### config.mk
export PLATFORM = sky130hd
export DESIGN_NAME = id_stage_pipe_flat
export DESIGN_NICKNAME = d
export VERILOG_FILES = /design/src/rtl/id_stage_pipe_if.sv /design/src/rtl/id_stage_pipe.sv /design/src/flat_wrapper.sv
export SDC_FILE = /design/constraint.sdc
export NUM_CORES = 1
export LEC_CHECK = 0
export CAP_MARGIN = 0
export CORE_ASPECT_RATIO = 1.1
export CORE_MARGIN = 3
export CORE_UTILIZATION = 55
export CTS_CLUSTER_SIZE = 16
export DETAILED_ROUTE_END_ITERATION = 6
export DONT_BUFFER_PORTS = 1
export PLACE_DENSITY = 0.78
export REMOVE_ABC_BUFFERS = 1
export SYNTH_ARGS = -nofsm -noshare
export SYNTH_HDL_FRONTEND = slang
export SYNTH_SLANG_ARGS = --single-unit
### constraint.sdc
create_clock -name clk -period 5.6 [get_ports clk]
set_input_delay 0.84 -clock clk [delete_from_list [all_inputs] [get_ports clk]]
set_output_delay 0.84 -clock clk [all_outputs]
set_load 0.01 [all_outputs]
### src/rtl/id_stage_pipe_if.sv
// id_stage_pipe_if: fetch/register-file/execute bus of the decode stage
interface id_stage_pipe_if #(
  parameter int XLEN = 32,
  parameter int RF_AW = 5,
  parameter int CNT_W = 16
);
  logic in_valid;
  logic in_ready;
  logic [31:0] instr;
  logic [XLEN-1:0] pc_plus4;
  logic [RF_AW-1:0] rf_raddr0;
  logic [RF_AW-1:0] rf_raddr1;
  logic [XLEN-1:0] rf_rdata0;
  logic [XLEN-1:0] rf_rdata1;
  logic flush;
  logic redirect_valid;
  logic [XLEN-1:0] redirect_pc;
  logic out_valid;
  logic out_ready;
  logic [3:0] out_alu_func;
  logic [1:0] out_mem_op;
  logic [1:0] out_br;
  logic [XLEN-1:0] out_op1;
  logic [XLEN-1:0] out_op2;
  logic [XLEN-1:0] out_store_data;
  logic [4:0] out_shamt;
  logic [XLEN-1:0] out_br_target;
  logic [RF_AW-1:0] out_rd;
  logic out_we;
  logic out_illegal;
  logic [CNT_W-1:0] bubble_cnt;
  modport master (
    output in_valid, instr, pc_plus4, rf_rdata0, rf_rdata1, flush, out_ready,
    input in_ready, rf_raddr0, rf_raddr1, redirect_valid, redirect_pc, out_valid,
    out_alu_func, out_mem_op, out_br, out_op1, out_op2, out_store_data, out_shamt,
    out_br_target, out_rd, out_we, out_illegal, bubble_cnt
  );
  modport slave (
    input in_valid, instr, pc_plus4, rf_rdata0, rf_rdata1, flush, out_ready,
    output in_ready, rf_raddr0, rf_raddr1, redirect_valid, redirect_pc, out_valid,
    out_alu_func, out_mem_op, out_br, out_op1, out_op2, out_store_data, out_shamt,
    out_br_target, out_rd, out_we, out_illegal, bubble_cnt
  );
endinterface

### src/rtl/id_stage_pipe.sv
// id_stage_pipe: MIPS decode stage with ID/EX register, load-use bubbles and j/jr redirect
module id_stage_pipe #(
  parameter int XLEN = 32,
  parameter int RF_AW = 5,
  parameter int ZEXT_LOGIC_IMM = 1,
  parameter int CNT_W = 16
) (
  input logic clk,
  input logic rst,
  id_stage_pipe_if.slave bus
);
  localparam logic [3:0] ADD = 4'd1, SUB = 4'd2, AND = 4'd3, OR = 4'd4, XOR = 4'd5;
  localparam logic [3:0] NOR = 4'd6, SRA = 4'd7, SLT = 4'd8;
  localparam logic [1:0] LW = 2'd1, SW = 2'd2;
  typedef struct packed {
    logic [3:0] alu;
    logic [1:0] mem;
    logic [1:0] br;
    logic [XLEN-1:0] op1;
    logic [XLEN-1:0] op2;
    logic [XLEN-1:0] sd;
    logic [4:0] shamt;
    logic [XLEN-1:0] tgt;
    logic [RF_AW-1:0] rd;
    logic we;
    logic ill;
  } idex_t;
  logic [5:0] op, fn;
  logic [4:0] rs, rt, rd;
  logic [15:0] imm16;
  logic [3:0] alu;
  logic [1:0] mem, br;
  logic imm_b, sra_a, rdst, wr, ill, is_j, is_jr, u_rs, u_rt, zx;
  logic [XLEN-1:0] sext, imm;
  logic [RF_AW-1:0] dst;
  logic hazard, stall, ready;
  idex_t ex_d, ex_q;
  logic valid_q;
  logic [CNT_W-1:0] cnt_q;
  assign op = bus.instr[31:26];
  assign rs = bus.instr[25:21];
  assign rt = bus.instr[20:16];
  assign rd = bus.instr[15:11];
  assign fn = bus.instr[5:0];
  assign imm16 = bus.instr[15:0];
  always_comb begin
    alu = '0;
    mem = '0;
    br = '0;
    imm_b = 1'b0;
    sra_a = 1'b0;
    rdst = 1'b0;
    wr = 1'b0;
    ill = 1'b0;
    is_j = 1'b0;
    is_jr = 1'b0;
    u_rs = 1'b1;
    u_rt = 1'b0;
    zx = 1'b0;
    if (op == 6'h00) begin
      rdst = 1'b1;
      u_rt = 1'b1;
      wr = 1'b1;
      case (fn)
        6'h20: alu = ADD;
        6'h22: alu = SUB;
        6'h24: alu = AND;
        6'h25: alu = OR;
        6'h26: alu = XOR;
        6'h27: alu = NOR;
        6'h03: begin alu = SRA; sra_a = 1'b1; u_rs = 1'b0; end
        6'h08: begin is_jr = 1'b1; wr = 1'b0; u_rt = 1'b0; end
        default: begin ill = 1'b1; wr = 1'b0; u_rs = 1'b0; u_rt = 1'b0; end
      endcase
    end else begin
      case (op)
        6'h08: begin alu = ADD; imm_b = 1'b1; wr = 1'b1; end
        6'h0a: begin alu = SLT; imm_b = 1'b1; wr = 1'b1; end
        6'h0c: begin alu = AND; imm_b = 1'b1; wr = 1'b1; zx = 1'(ZEXT_LOGIC_IMM); end
        6'h0d: begin alu = OR; imm_b = 1'b1; wr = 1'b1; zx = 1'(ZEXT_LOGIC_IMM); end
        6'h0e: begin alu = XOR; imm_b = 1'b1; wr = 1'b1; zx = 1'(ZEXT_LOGIC_IMM); end
        6'h02: begin is_j = 1'b1; u_rs = 1'b0; end
        6'h04: begin alu = SUB; br = 2'd1; u_rt = 1'b1; end
        6'h05: begin alu = SUB; br = 2'd2; u_rt = 1'b1; end
        6'h07: begin alu = SUB; br = 2'd3; end
        6'h23: begin alu = ADD; mem = LW; imm_b = 1'b1; wr = 1'b1; end
        6'h2b: begin alu = ADD; mem = SW; imm_b = 1'b1; u_rt = 1'b1; end
        default: begin ill = 1'b1; u_rs = 1'b0; end
      endcase
    end
  end
  assign sext = {{(XLEN-16){imm16[15]}}, imm16};
  assign imm = zx ? XLEN'(imm16) : sext;
  assign dst = rdst ? RF_AW'(rd) : RF_AW'(rt);
  assign ex_d = '{
    alu: alu,
    mem: mem,
    br: br,
    op1: sra_a ? bus.rf_rdata1 : bus.rf_rdata0,
    op2: imm_b ? imm : bus.rf_rdata1,
    sd: bus.rf_rdata1,
    shamt: bus.instr[10:6],
    tgt: bus.pc_plus4 + (sext << 2),
    rd: dst,
    we: wr & (dst != '0),
    ill: ill
  };
  // only a load still in ID/EX can feed a consumer too late for forwarding
  assign hazard = valid_q & (ex_q.mem == LW) & (ex_q.rd != '0) &
                  ((u_rs & (ex_q.rd == RF_AW'(rs))) | (u_rt & (ex_q.rd == RF_AW'(rt))));
  assign stall = hazard & bus.in_valid;
  assign ready = bus.flush | (!stall & (!valid_q | bus.out_ready));
  assign bus.in_ready = ready;
  assign bus.rf_raddr0 = RF_AW'(rs);
  assign bus.rf_raddr1 = RF_AW'(rt);
  assign bus.redirect_valid = bus.in_valid & ready & !bus.flush & (is_j | is_jr);
  assign bus.redirect_pc = is_jr ? bus.rf_rdata0 : {bus.pc_plus4[XLEN-1:28], bus.instr[25:0], 2'b00};
  always_ff @(posedge clk) begin
    if (rst) begin
      valid_q <= 1'b0;
      ex_q <= '0;
      cnt_q <= '0;
    end else if (bus.flush) begin
      valid_q <= 1'b0;
    end else if (stall) begin
      if (bus.out_ready) begin
        valid_q <= 1'b0;
        cnt_q <= (&cnt_q) ? cnt_q : cnt_q + 1'b1;
      end
    end else if (!valid_q | bus.out_ready) begin
      valid_q <= bus.in_valid;
      ex_q <= ex_d;
    end
  end
  assign bus.out_valid = valid_q;
  assign bus.out_alu_func = ex_q.alu;
  assign bus.out_mem_op = ex_q.mem;
  assign bus.out_br = ex_q.br;
  assign bus.out_op1 = ex_q.op1;
  assign bus.out_op2 = ex_q.op2;
  assign bus.out_store_data = ex_q.sd;
  assign bus.out_shamt = ex_q.shamt;
  assign bus.out_br_target = ex_q.tgt;
  assign bus.out_rd = ex_q.rd;
  assign bus.out_we = ex_q.we;
  assign bus.out_illegal = ex_q.ill;
  assign bus.bubble_cnt = cnt_q;
endmodule
### src/flat_wrapper.sv
// flat-port wrapper written by rule: the top's interface ports become plain ports
module id_stage_pipe_flat 
#(
  parameter int XLEN = 32,
  parameter int RF_AW = 5,
  parameter int ZEXT_LOGIC_IMM = 1,
  parameter int CNT_W = 16
)
  (clk, rst, bus_in_valid, bus_instr, bus_pc_plus4, bus_rf_rdata0, bus_rf_rdata1, bus_flush, bus_out_ready, bus_in_ready, bus_rf_raddr0, bus_rf_raddr1, bus_redirect_valid, bus_redirect_pc, bus_out_valid, bus_out_alu_func, bus_out_mem_op, bus_out_br, bus_out_op1, bus_out_op2, bus_out_store_data, bus_out_shamt, bus_out_br_target, bus_out_rd, bus_out_we, bus_out_illegal, bus_bubble_cnt);
  id_stage_pipe_if #(.XLEN(XLEN), .RF_AW(RF_AW), .CNT_W(CNT_W)) bus_i ();
  input logic clk;
  input logic rst;
  input wire logic [$bits(bus_i.in_valid)-1:0] bus_in_valid;
  input wire logic [$bits(bus_i.instr)-1:0] bus_instr;
  input wire logic [$bits(bus_i.pc_plus4)-1:0] bus_pc_plus4;
  input wire logic [$bits(bus_i.rf_rdata0)-1:0] bus_rf_rdata0;
  input wire logic [$bits(bus_i.rf_rdata1)-1:0] bus_rf_rdata1;
  input wire logic [$bits(bus_i.flush)-1:0] bus_flush;
  input wire logic [$bits(bus_i.out_ready)-1:0] bus_out_ready;
  output wire logic [$bits(bus_i.in_ready)-1:0] bus_in_ready;
  output wire logic [$bits(bus_i.rf_raddr0)-1:0] bus_rf_raddr0;
  output wire logic [$bits(bus_i.rf_raddr1)-1:0] bus_rf_raddr1;
  output wire logic [$bits(bus_i.redirect_valid)-1:0] bus_redirect_valid;
  output wire logic [$bits(bus_i.redirect_pc)-1:0] bus_redirect_pc;
  output wire logic [$bits(bus_i.out_valid)-1:0] bus_out_valid;
  output wire logic [$bits(bus_i.out_alu_func)-1:0] bus_out_alu_func;
  output wire logic [$bits(bus_i.out_mem_op)-1:0] bus_out_mem_op;
  output wire logic [$bits(bus_i.out_br)-1:0] bus_out_br;
  output wire logic [$bits(bus_i.out_op1)-1:0] bus_out_op1;
  output wire logic [$bits(bus_i.out_op2)-1:0] bus_out_op2;
  output wire logic [$bits(bus_i.out_store_data)-1:0] bus_out_store_data;
  output wire logic [$bits(bus_i.out_shamt)-1:0] bus_out_shamt;
  output wire logic [$bits(bus_i.out_br_target)-1:0] bus_out_br_target;
  output wire logic [$bits(bus_i.out_rd)-1:0] bus_out_rd;
  output wire logic [$bits(bus_i.out_we)-1:0] bus_out_we;
  output wire logic [$bits(bus_i.out_illegal)-1:0] bus_out_illegal;
  output wire logic [$bits(bus_i.bubble_cnt)-1:0] bus_bubble_cnt;
  assign bus_i.in_valid = bus_in_valid;
  assign bus_i.instr = bus_instr;
  assign bus_i.pc_plus4 = bus_pc_plus4;
  assign bus_i.rf_rdata0 = bus_rf_rdata0;
  assign bus_i.rf_rdata1 = bus_rf_rdata1;
  assign bus_i.flush = bus_flush;
  assign bus_i.out_ready = bus_out_ready;
  assign bus_in_ready = bus_i.in_ready;
  assign bus_rf_raddr0 = bus_i.rf_raddr0;
  assign bus_rf_raddr1 = bus_i.rf_raddr1;
  assign bus_redirect_valid = bus_i.redirect_valid;
  assign bus_redirect_pc = bus_i.redirect_pc;
  assign bus_out_valid = bus_i.out_valid;
  assign bus_out_alu_func = bus_i.out_alu_func;
  assign bus_out_mem_op = bus_i.out_mem_op;
  assign bus_out_br = bus_i.out_br;
  assign bus_out_op1 = bus_i.out_op1;
  assign bus_out_op2 = bus_i.out_op2;
  assign bus_out_store_data = bus_i.out_store_data;
  assign bus_out_shamt = bus_i.out_shamt;
  assign bus_out_br_target = bus_i.out_br_target;
  assign bus_out_rd = bus_i.out_rd;
  assign bus_out_we = bus_i.out_we;
  assign bus_out_illegal = bus_i.out_illegal;
  assign bus_bubble_cnt = bus_i.bubble_cnt;
  id_stage_pipe #(.XLEN(XLEN), .RF_AW(RF_AW), .ZEXT_LOGIC_IMM(ZEXT_LOGIC_IMM), .CNT_W(CNT_W)) u_core (.clk(clk), .rst(rst), .bus(bus_i));
endmodule
==> impl_metrics.yaml <==
setup_path:
  worst_path_most_repeated_cell: "nor3_2"
  critPathMaxStageDelay_ns: 0.57
  r2r_end: "u_core.bus.out_br_target[27]"
  worstPathRequired_ns: 4.76
  start_kind: "primary input"
  r2r_cells: 9
  rrSetupSlack_ns: 2.22
  critPathMaxFanout: 42
  arrival_ns: 3.21
  crit_chain: "or4_4 > nor3_2 > buf_4 > o311ai_1 > a32oi_2 > nor3_2 > or3_4 > nor2_1"
  crit_slowest_cell: "or3_4"
  end_kind: "primary output"
  critical_path_class: "in2out"
  r2r-start: "u_core.bus.out_rd[0]"
detailed_routing:
  drt-initial-drc-count: 491
  firstDrtPassIters: 4
  vias_per_cell: 6.17
  ant_nets: 0
  num_vias: 7814
  route.detailed.drc: 0
  wl_per_cell_um: 20.3
  routed_wl_mm: 25.7
synthesis:
  synth_edf_count: 0
  yosys.area.top_type: "dfxtp_1"
  synth-seq-area-share_pct: 36.7
  syn_area_um2: 8990
  yosysUniqueCellTypes: 67
  synth.most_common_cell: "nand2_1"
  synthTopCellsByArea: "dfxtp_1 (37%), nand2_1 (8.1%), a21oi_1 (5.6%)"
  synth_top_area_share_pct: 36.7
  netlist_instances: 1117
  synth_commonest_cells: "nand2_1 (193), dfxtp_1 (165), nor2_1 (122), a21oi_1 (100), a211oi_1 (59)"
  synth-async-reset-ratio_pct: 0
  post_synth.cell_area_avg_um2: 8.05
  synth_seq_cells: 165
  synth_warnings: 0
  synth_ff_type: "dfxtp_1"
die:
  die_y_um: 140
  ios: 342
  core_um2: 15900
  rows: 48
  initial_core_util_pct: 56.7
  die_w_um: 128
  dieArea_um2: 17900
final_layout:
  synthToLayoutAreaGrowth_pct: 5.47
  num-nets-final: 1217
  n_antenna_cell: 0
  finalNonFillerCells: 1266
  drive_gt1_share_pct: 7.50
global_route:
  grt_start_max_net_pins: 169
  grt_pass1_vias: 7396
  grt_usage_pct: 27.5
  overflow: 0
  grt_pass1_wl_mm: 39.5
  antenna_found_initial: 0
place:
  place.gp.congestion: 0.880
  portBuffers: 0
  post-dp-hpwl_mm: 18.1
  dp_slack_ns: 1.45
  dpl.cell_count: 1234
pwr:
  total_power_mw: 2.92
  power_density_nw_per_um2: 307
  ir_worst_vdd_v: 0.000206
  p_leak_nw: 3.86
timing:
  layout_setup_ws_ns: 1.55
  maxSlewViolCount: 0
  finalCritPeriodShare_pct: 72.2
  max_freq_mhz: 247
  setup_viol: 0
  slew_headroom_pct: 40.6
  skew_ns: 0.0106
  hold_viol_final: 0
  min_period_ns: 4.05
  worstMarginPinSlew_ns: 0.892
  grt_setup_unrepaired: "no"
clock_tree:
  numCtsBuffers: 17
  clk_latency_ns: 0.43
  cts_resized: 0
  cts_num_sinks: 165
  cts-root-buf: "clkbuf_16"
  cts_tree: "yes"
  holdBufCountCts: 0
  post_cts_buffers: 0
  clkTransAtPathRegs_ns: 0.07
  htreeDepth: 4
  clock_path_buffers: 2
run:
  drv_cap: 0
worst_hold_path:
  holdPathStages: 1
  hold_start: "rst"
  hold_class: "in2reg"
  min_to: "u_core.bus.out_store_data[13]"
status:
  status: "finished, final reports clean"
per-layer routing:
layer  up-vias  routed length, um  global-route usage [%]
met5         -                  0                       0
met4         0                803                    10.9
met3        52               2240                    8.85
met2       277              12200                    45.1
met1      3687              10400                    33.4
li1       3798                  -                       -
stage by stage:
stage / util [%] / setup TNS, ns / area, um2 / hold slack [ns]
final: 59.8 / 0 / 9490 / 0.483
after global placement: 56.2 / 0 / 8910 / 0.487
after global routing: 59.8 / 0 / 9490 / 0.465
after detailed placement: 56.2 / 0 / 8910 / 0.486
after floorplan: - / -394.22 / 8570 / 0.470
after CTS: 59.8 / 0 / 9490 / 0.472
final cells by class:
cell class | count | area, um2
Timing Repair Buffer | 7 | 77.6
Fill cell | 1403 | 6370
Sequential cell | 165 | 3300
Multi-Input combinational cell | 843 | 5210
Tap cell | 200 | 250
Inverter | 19 | 71.3
Clock buffer | 20 | 457
Clock inverter | 12 | 120
power by group:
| group | switching (mW) | internal (mW) |
|---|---|---|
| registers | 0.104 | 1.26 |
| clock network | 0.511 | 0.643 |
| logic | 0.228 | 0.175 |
worst max-delay path, delay by kind of cell:
kind / cells / cell delay [ns]
AND/OR/NAND/NOR: 5 / 1.68
AO/OA/AOI/OAI: 2 / 0.47
buffers and inverters: 1 / 0.22
kinds of logic (layout without fill, tap and decap cells):
logic type / Yosys count / count (layout) / share of synthesized area, %
buf+inv: 109 / 58 / 5.55
mux: 64 / 64 / 7.46
simple gates: 431 / 431 / 21.2
xor+xnor: 53 / 53 / 5.16
fa+ha+maj: 31 / 31 / 4.40
compound gates: 264 / 264 / 19.5
flops: 165 / 165 / 36.7
flip-flops by register name, indices dropped and copies added, names as in the netlist:
register                   cells
u_core.bus.out_rd              5
u_core.bus.out_illegal         1
u_core.bus.out_alu_func        4
u_core.bus.out_br              2
u_core.bus.out_br_target      32
u_core.bus.out_mem_op          2
u_core.bus.out_valid           1
u_core.bus.bubble_cnt         16
u_core.bus.out_shamt           5
u_core.bus.out_op1            32
u_core.bus.out_store_data     32
u_core.bus.out_op2            32
u_core.bus.out_we              1
worst max-delay path by stage:
stage               cells after the start                           end          start  slack (ns)
finish                                  8            bus_redirect_valid  bus_instr[26]        1.55
floorplan                               8  u_core.bus.out_br_target[25]  bus_instr[26]       -2.96
CTS                                     8            bus_redirect_valid  bus_instr[26]        1.59
global route                            4           bus_redirect_pc[22]   bus_instr[2]        1.47
global placement                        9  u_core.bus.out_br_target[27]  bus_instr[26]        1.49
detailed placement                      9  u_core.bus.out_br_target[25]  bus_instr[26]        1.45
placed cells by master (no fill, tap or decap), drive strengths merged, types with 23 or more instances in the layout:
master / instances
a211oi: 59
a21oi: 101
dfxtp: 165
ha: 30
inv: 23
mux2: 24
mux2i: 40
nand2: 194
nor2: 122
nor3: 38
xnor2: 35
No activity file was read; power rests on OpenSTA's default activity.
